### src/rtl/hpdmc_ddr_oe_gen.sv
// hpdmc_ddr_oe_gen: DDR write/read data-phase sequencer driving the PHY oe register pair.
// Produces {DQS oe, DQ oe}, its load enable, the read-capture window and command safety flags.
module hpdmc_ddr_oe_gen #(
   parameter int BURST_CYCLES = 4
) (
   input  logic       sys_clk,
   input  logic       sdram_rst,
   input  logic       tim_cas,
   input  logic [1:0] tim_wr,
   input  logic       write,
   input  logic       read,
   output logic [1:0] oe_d,
   output logic       oe_ce,
   output logic       rd_capture,
   output logic       write_safe,
   output logic       read_safe,
   output logic       proto_err
);
   typedef enum logic [2:0] {IDLE, WPRE, WDATA, WPOST, WREC, RWAIT, RDATA, RTURN} state_t;
   localparam logic [3:0] BLAST = 4'(BURST_CYCLES - 1);
   state_t     state_q, state_d;
   logic [3:0] cnt_q, cnt_d;
   logic [1:0] wr_q, wr_d;
   logic [1:0] oe_d_q, oe_d_d;
   logic       oe_ce_q, oe_ce_d;
   logic       rd_capture_q, rd_capture_d;
   logic       safe_q, safe_d;
   logic       proto_err_q, proto_err_d;
   wire        last = cnt_q == 4'd0;
   always_comb begin
      state_d = state_q;
      cnt_d   = cnt_q - {3'b000, !last};
      wr_d    = wr_q;
      unique case (state_q)
         IDLE: begin
            if (write) begin
               state_d = WPRE;
               wr_d    = tim_wr;
            end else if (read) begin
               state_d = RWAIT;
               cnt_d   = tim_cas ? 4'd2 : 4'd1;
            end
         end
         WPRE: begin
            state_d = WDATA;
            cnt_d   = BLAST;
         end
         WDATA: state_d = last ? WPOST : WDATA;
         WPOST: begin
            state_d = WREC;
            cnt_d   = {2'b00, wr_q};
         end
         WREC: state_d = last ? IDLE : WREC;
         RWAIT: begin
            if (last) begin
               state_d = RDATA;
               cnt_d   = BLAST;
            end
         end
         RDATA: state_d = last ? RTURN : RDATA;
         RTURN: state_d = IDLE;
      endcase
      // outputs are registered from the next state so they line up with the state register
      oe_d_d       = state_d == WDATA ? 2'b11 : (state_d == WPRE || state_d == WPOST) ? 2'b10 : 2'b00;
      oe_ce_d      = oe_d_d != oe_d_q;
      rd_capture_d = state_d == RDATA;
      safe_d       = state_d == IDLE;
      proto_err_d  = proto_err_q | (write & read) | ((write | read) & (state_q != IDLE));
   end
   always_ff @(posedge sys_clk) begin
      if (sdram_rst) begin
         state_q      <= IDLE;
         cnt_q        <= 4'd0;
         wr_q         <= 2'b00;
         oe_d_q       <= 2'b00;
         oe_ce_q      <= 1'b1;
         rd_capture_q <= 1'b0;
         safe_q       <= 1'b1;
         proto_err_q  <= 1'b0;
      end else begin
         state_q      <= state_d;
         cnt_q        <= cnt_d;
         wr_q         <= wr_d;
         oe_d_q       <= oe_d_d;
         oe_ce_q      <= oe_ce_d;
         rd_capture_q <= rd_capture_d;
         safe_q       <= safe_d;
         proto_err_q  <= proto_err_d;
      end
   end
   assign oe_d       = oe_d_q;
   assign oe_ce      = oe_ce_q;
   assign rd_capture = rd_capture_q;
   assign write_safe = safe_q;
   assign read_safe  = safe_q;
   assign proto_err  = proto_err_q;
endmodule

### config.mk
export PLATFORM = sky130hd
export DESIGN_NAME = hpdmc_ddr_oe_gen
export DESIGN_NICKNAME = d
export VERILOG_FILES = /design/src/rtl/hpdmc_ddr_oe_gen.sv
export SDC_FILE = /design/constraint.sdc
export NUM_CORES = 1
export LEC_CHECK = 0
export CAP_MARGIN = 10
export CORE_UTILIZATION = 45
export DETAILED_ROUTE_END_ITERATION = 16
export DONT_BUFFER_PORTS = 1
export GPL_TIMING_DRIVEN = 0
export PLACE_DENSITY = 0.6
export SETUP_SLACK_MARGIN = 0.2
export SYNTH_ARGS = -nofsm -noshare
export SYNTH_HDL_FRONTEND = slang
export SYNTH_SLANG_ARGS = --single-unit
### constraint.sdc
create_clock -name sys_clk -period 2.1 [get_ports sys_clk]
set_input_delay 0.42 -clock sys_clk [delete_from_list [all_inputs] [get_ports sys_clk]]
set_output_delay 0.42 -clock sys_clk [all_outputs]
set_load 0.01 [all_outputs]
==> metrics.md, run 1 <==
| Metric | Value |
|---|---|
| Status | finished clean |
| Ant. Diodes | 0 |
| Post-layout nets | 118 |
| Top_reg_cell synth | dfxtp_1 |
| Core ar. | 0.00175 mm² |
| Post-synth EDFFs | 0 |
| First-pass GRT wire length | 2.88 mm |
| Crit end category | flip-flop |
| CP arrival | 1850 ps |
| Critical Path RT | 2270 ps |
| Final hold vios | 0 |
| F_max | 598 MHz |
| Hold Path End | cnt_q[3]$_SDFF_PP0_ |
| Post-synthesis cell type count | 39 |
| Port buffer count | 0 |
| TritonCTS Buffers | 3 |
| Leak pwr | 0.352 nW |
| Synth Register Bits | 15 |
| Share of cells above drive strength 1 | 14.8% |
| Hold depth | 1 |
| CTS max path bufs | 2 |
| RSZ-0062 raised after global routing | false |
| Mean Syn Cell Area | 8.36 µm² |
| Maxcap violations | 0 |
| CTS tree | yes |
| Fin crit period | 1670 ps |
| Critical Path Start Type | flip-flop |
| Synth async-reset ratio | 0% |
| Fin cells | 133 |
| Worst Tran Pin Value | 694 ps |
| Largest net degree at the start of global routing | 11 |
| PwrDens | 1610 mW/mm² |
| Synth warn | 0 |
| Root Buffer Master | clkbuf_4 |
| Total negative slack | 0 ps |
| Sequential area share after synthesis | 35.6% |
| 1st-pass router iterations | 4 |
| Area Growth Syn to Fin | 9.48% |
| Later-pin clock latency in the skew report | 290 ps |
| GP Congestion | 0.864 |
| HPWL Detailed | 1.28 mm |
| Die area | 0.00205 mm² |
| Synthesized instance count | 101 |
| Critical path class | reg -> reg |
| Rows | 15 |
| Sink Count | 15 |
| Fin util | 53.0% |
| GR Util All Layers | 19.8% |
| Number of global-route vias before repair | 646 |
| Drt total wl | 1.78 mm |
| Post-Place Cells | 126 |
| Clk_skew | 1.66 ps |
| Fin crit share | 79.7% |
| Hold_sp | sdram_rst |
| IO Pins | 14 |
| Avg Vias per Cell | 5.56 |
| Mapped Nets | 110 |
| Die height | 45.3 µm |
| Initial DRC count | 31 |
| Slew Limit Fails | 0 |
| FF-to-FF Start | state_q[1]$_SDFF_PP0_ |
| Initial antenna violation count | 0 |
| Die width | 45.3 µm |
| Ranking of synthesized cells by area | dfxtp_1 (36%), a21oi_1 (5.9%), nor2_1 (4.0%) |
| CP max FO | 10 |
| Worst min path class | in -> reg |
| Reg2Reg Depth | 5 |
| DRC | 0 |
| Mapped cell area | 845 µm² |
| Max IR drop VDD | 0.000775 V |
| Initial core utilization | 48.4% |
| Share of Yosys cell area claimed by the top area cell type | 35.6% |
| Worst-path clk slew | 90 ps |
| Yosys top cell by area | dfxtp_1 |
| Routed len/inst | 13.4 µm |
| Cts hold-fix bufs | 0 |
| R2R Setup Slk | 430 ps |
| Htree depth | 1 |
| Via count | 740 |
| Slew HR | 53.4% |
| Final-report setup violation count | 0 |
| Reg-to-reg endpoint | oe_ce$_SDFF_PP1_ |
| Congestion Overflow GR | 0 |
| Total Power | 1.49 mW |
| Post-DRT Antenna Nets | 0 |
==> metrics by stage <==
stage	hold WS (ps)	instance area [µm²]	worst slack, ps
2_1_floorplan	431	845	466
3_3_place_gp	442	876	271
3_5_place_dp	445	876	267
4_1_cts	191	902	248
5_1_grt	185	925	297
6_report	193	925	427
==> cells in the mapped netlist, drive strengths merged (2+ instances only) <==
| cell | count |
|---|---|
| nand2b | 2 |
| maj3 | 2 |
| a21oi | 11 |
| ha | 2 |
| nand2 | 8 |
| nor2b | 5 |
| clkbuf | 3 |
| a221oi | 2 |
| dfxtp | 15 |
| nor4 | 2 |
| nor3b | 3 |
| o21bai | 2 |
| inv | 3 |
| buf | 6 |
| xor2 | 2 |
| nor3 | 5 |
| nor2 | 9 |
| o21ai | 3 |
| nand3 | 2 |
==> cells by family (layout without fill, tap and decap cells) <==
family	count (synthesis)	in the layout	share of synthesized area, %
compound gates	25	25	20.3
buf+inv	12	19	7.11
xor+xnor	3	3	3.11
fa+ha+maj	4	4	5.33
mux	1	1	1.19
flops	15	15	35.6
simple gates	41	41	27.4
==> layout make-up <==
class | count | area (µm²)
buffer | 9 | 48.8
clock buffer | 4 | 26.3
fill | 183 | 821
inverter | 3 | 11.3
multi-input combinational | 74 | 484
sequential | 15 | 300
tap | 25 | 31.3
timing repair buffer | 3 | 22.5
==> sequential cells by signal, indices dropped and copies added (netlist names) <==
register,count
read_safe,1
state_q,3
oe_d,2
proto_err,1
oe_ce,1
wr_q,2
rd_capture,1
cnt_q,4
==> worst max-delay path: stages, from the launching register on <==
cell	delay, ps
dfxtp_1	320
buf_2	200
nor2b_1	360
a21oi_4	110
o21ai_0	140
or4b_1	430
==> routing by layer <==
metal	GRT usage, %	share of wire, %	vias to the layer above
met5	0	0	-
met4	10.9	2.3	0
met3	3.20	4.4	5
met2	30.4	45	21
met1	26.3	48	342
li1	-	-	372
==> report_power, final <==
part           leakage (nW)  internal, mW  total (mW)  switching [mW]
sequential            0.124         0.379       0.467          0.0876
combinational         0.213         0.392       0.855           0.463
clock                0.0150        0.0740       0.170          0.0960
==> repair_timing <==
item	CTS	global route
gates resized for setup	0	0
endpoints found under the setup margin	0	1
setup buffers	0	3
==> cell usage in the layout (no fill, tap or decap), types with 3 or more instances in the layout <==
cell type  Yosys  layout
clkbuf_1       3       4
nand2_1        8       8
buf_4          1       4
dfxtp_1       15      15
a21oi_1       10      10
nor3b_1        3       3
buf_2          3       3
nor2b_1        5       5
nor2_1         9       9
clkbuf_4       0       3
nor3_1         5       5
o21ai_0        3       3
==> worst max path at each step <==
stage / slack, ps / cells past startpoint / startpoint / endpoint
floorplan: 470 / 6 / cnt_q[0]$_SDFF_PP0_ / cnt_q[1]$_SDFF_PP0_
global placement: 270 / 6 / cnt_q[0]$_SDFF_PP0_ / cnt_q[1]$_SDFF_PP0_
detailed placement: 270 / 6 / cnt_q[0]$_SDFF_PP0_ / cnt_q[1]$_SDFF_PP0_
CTS: 250 / 6 / cnt_q[0]$_SDFF_PP0_ / cnt_q[1]$_SDFF_PP0_
global route: 300 / 6 / state_q[2]$_SDFF_PP0_ / cnt_q[2]$_SDFF_PP0_
finish: 430 / 5 / state_q[1]$_SDFF_PP0_ / oe_ce$_SDFF_PP1_
(Power assumes the default switching activity.)
==> run 2: changes to the inputs <==
--- a/config.mk
+++ b/config.mk
@@ -10,7 +10,7 @@
 export DETAILED_ROUTE_END_ITERATION = 16
 export DONT_BUFFER_PORTS = 1
 export GPL_TIMING_DRIVEN = 0
-export PLACE_DENSITY = 0.6
+export PLACE_DENSITY = 0.62
 export SETUP_SLACK_MARGIN = 0.2
 export SYNTH_ARGS = -nofsm -noshare
 export SYNTH_HDL_FRONTEND = slang
==> constraint.sdc (replaced) <==
create_clock -name sys_clk -period 1.5 [get_ports sys_clk]
set_input_delay 0.3 -clock sys_clk [delete_from_list [all_inputs] [get_ports sys_clk]]
set_output_delay 0.3 -clock sys_clk [all_outputs]
set_load 0.01 [all_outputs]
==> metrics.md, run 2 (synthesis results as in run 1) <==
| Metric | Value |
|---|---|
| R2R Setup Slk | -130 ps (-550 ps) |
| Largest regs | cnt_q: 4 flops, state_q: 3 flops |
| Fin util | 59.3% (+6.3 points) |
| Most frequent cells in the layout | dfxtp_1 (10), a21oi_1 (9), nor2_1 (8), nand2_1 (8), buf_4 (6) |
| Sink Count | 15 (unchanged) |
| Slew HR | 67.7% (+14 points) |
| Post-layout nets | 119 (+0.85%) |
| Later-pin clock latency in the skew report | 290 ps (about the same) |
| CP max FO | 3 (-7) |
| CTS tree | yes |
| Routed len/inst | 14.0 µm (+4.8%) |
| Core ar. | 0.00175 mm² (unchanged) |
| F_max | 615 MHz (+2.9%) |
| FF-to-FF Start | cnt_q[2]$_SDFF_PP0_ |
| Die area | 0.00205 mm² (unchanged) |
| Maxcap violations | 0 (unchanged) |
| Via count | 764 (+3.2%) |
| Most common cell after layout, fill and taps aside | dfxtp_1 |
| Final hold vios | 0 (unchanged) |
| GR Util All Layers | 21.3% (+1.5 points) |
| CP arrival | 1820 ps (-30 ps) |
| Slew Limit Fails | 0 (unchanged) |
| Critical Path Start Type | flip-flop |
| Worst-path cell chain | nor4_4 > nor2_1 > ha_2 > a21oi_2 > a32oi_1 > a221oi_1 |
| Initial antenna violation count | 0 (unchanged) |
| Failing checks | setup timing |
| Root Buffer Master | clkbuf_4 |
| 1st-pass router iterations | 4 (unchanged) |
| Reg2Reg Depth | 6 (+1) |
| IO Pins | 14 (unchanged) |
| DRC | 0 (unchanged) |
| Ant. Diodes | 0 (unchanged) |
| Reg-to-reg endpoint | cnt_q[1]$_SDFF_PP0_ |
| Hold_sp | sdram_rst |
| Leak pwr | 0.390 nW (+11%) |
| Status | finished, violations left |
| Max FFs per register | 4 (unchanged) |
| HPWL Detailed | 1.27 mm (-0.88%) |
| Total negative slack | -209 ps (-209 ps) |
| Critical Path RT | 1700 ps (-570 ps) |
| Port buffer count | 0 (unchanged) |
| Avg Vias per Cell | 5.70 (+2.5%) |
| Die width | 45.3 µm (unchanged) |
| Post-DRT Antenna Nets | 0 (unchanged) |
| Worst path buffer plus inverter count | 0 (-1) |
| Congestion Overflow GR | 0 (unchanged) |
| Hold Path End | state_q[2]$_SDFF_PP0_ |
| Slowest Stage Delay on Critical Path | 360 ps (-70 ps) |
| Initial core utilization | 48.4% (unchanged) |
| Initial DRC count | 12 (-61%) |
| Post-Place Setup Slack | -225 ps (-492 ps) |
| Clk_skew | 0.863 ps (-0.800 ps) |
| Cts hold-fix bufs | 0 (unchanged) |
| Critical path class | reg -> reg |
| Htree depth | 1 (unchanged) |
| Crit. Startpoint | cnt_q[2]$_SDFF_PP0_ |
| Rows | 15 (unchanged) |
| Fin crit share | 108% (+29 points) |
| Worst Tran Pin Value | 485 ps (-210 ps) |
| Final-report setup violation count | 2 (+2) |
| Filler Cell Count | 155 (-15%) |
| CTS max path bufs | 2 (unchanged) |
| Crit-path slowest cell | dfxtp_4 |
| GP Congestion | 0.810 (-6.2%) |
| Total Power | 2.33 mW (+57%) |
| Largest net degree at the start of global routing | 11 (unchanged) |
| First-pass GRT wire length | 3.07 mm (+6.4%) |
| Crit end category | flip-flop |
| Reg with most FFs | cnt_q |
| Area Growth Syn to Fin | 22.5% |
| PwrDens | 2260 mW/mm² (+40%) |
| Worst-path clk slew | 100 ps (about the same) |
| Max IR drop VDD | 0.000928 V (+20%) |
| RSZ-0062 raised after global routing | true |
| TritonCTS Buffers | 3 (unchanged) |
| Die height | 45.3 µm (unchanged) |
| Hold depth | 1 (unchanged) |
| Dominant delay contributor by cell family on the critical path | compound AO/OA/AOI/OAI gates |
| Worst min path class | in -> reg |
| Share of cells above drive strength 1 | 32.1% (+17 points) |
| Fin crit period | 1630 ps (-46.8 ps) |
| Drt total wl | 1.88 mm (+5.6%) |
| Post-route setup slack | -126 ps (-553 ps) |
| Number of global-route vias before repair | 691 (+7.0%) |
run 2: worst reg2reg max path, cell delays in order, from the launching register on:
cell and delay [ps]:
dfxtp_4 360, nor4_4 340, nor2_1 80, ha_2 290, a21oi_2 130, a32oi_1 70, a221oi_1 270
run 2: layout make-up:
class                      count  area [µm²]  share of cell area, %
clock buffer                   3        22.5                   2.18
tap                           25        31.3                   3.02
clock inverter                 1        5.00                  0.484
sequential                    15         309                   29.9
inverter                       3        11.3                   1.09
buffer                         9        77.6                   7.50
multi-input combinational     74         548                   53.0
timing repair buffer           4        30.0                   2.90
run 2: per-layer routing:
| layer | vias to the layer above | share of wire (%) | track usage (%) |
|---|---|---|---|
| met3 | 4 | 4.9 | 3.60 |
| met5 | - | 0 | 0 |
| li1 | 379 | - | - |
| met4 | 0 | 1.6 | 9.09 |
| met2 | 23 | 46 | 33.0 |
| met1 | 358 | 47 | 28.9 |
run 2: power breakdown:
| part | switching (mW) | internal [mW] |
|---|---|---|
| registers | 0.134 | 0.545 |
| clock network | 0.146 | 0.0993 |
| logic | 0.715 | 0.695 |
run 2: worst max path at each step:
stage,endpoint,slack (ps),cells after the start
after detailed placement,cnt_q[1]$_SDFF_PP0_,-220,6
final,cnt_q[1]$_SDFF_PP0_,-130,6
after global routing,cnt_q[1]$_SDFF_PP0_,-220,6
after global placement,oe_ce$_SDFF_PP1_,-190,5
after floorplan,oe_ce$_SDFF_PP1_,-70,5
after CTS,cnt_q[1]$_SDFF_PP0_,-120,6
run 2: what timing repair did:
item | in CTS | in global routing
endpoints found under the hold margin | 0 | 0
setup buffers | 4 | 0
resized for setup | 15 | 5
setup endpoints to repair | 11 | 12
pin swaps | 8 | 1
run 2: stage by stage:
stage / instance area [µm²] / cells / hold slack [ps]
floorplan: 867 / 101 / 369
global route: 1030 / 134 / 51.2
detailed placement: 898 / 126 / 374
global placement: 898 / 126 / 372
CTS: 1010 / 134 / 56.9
finish: 1030 / 134 / 59.8
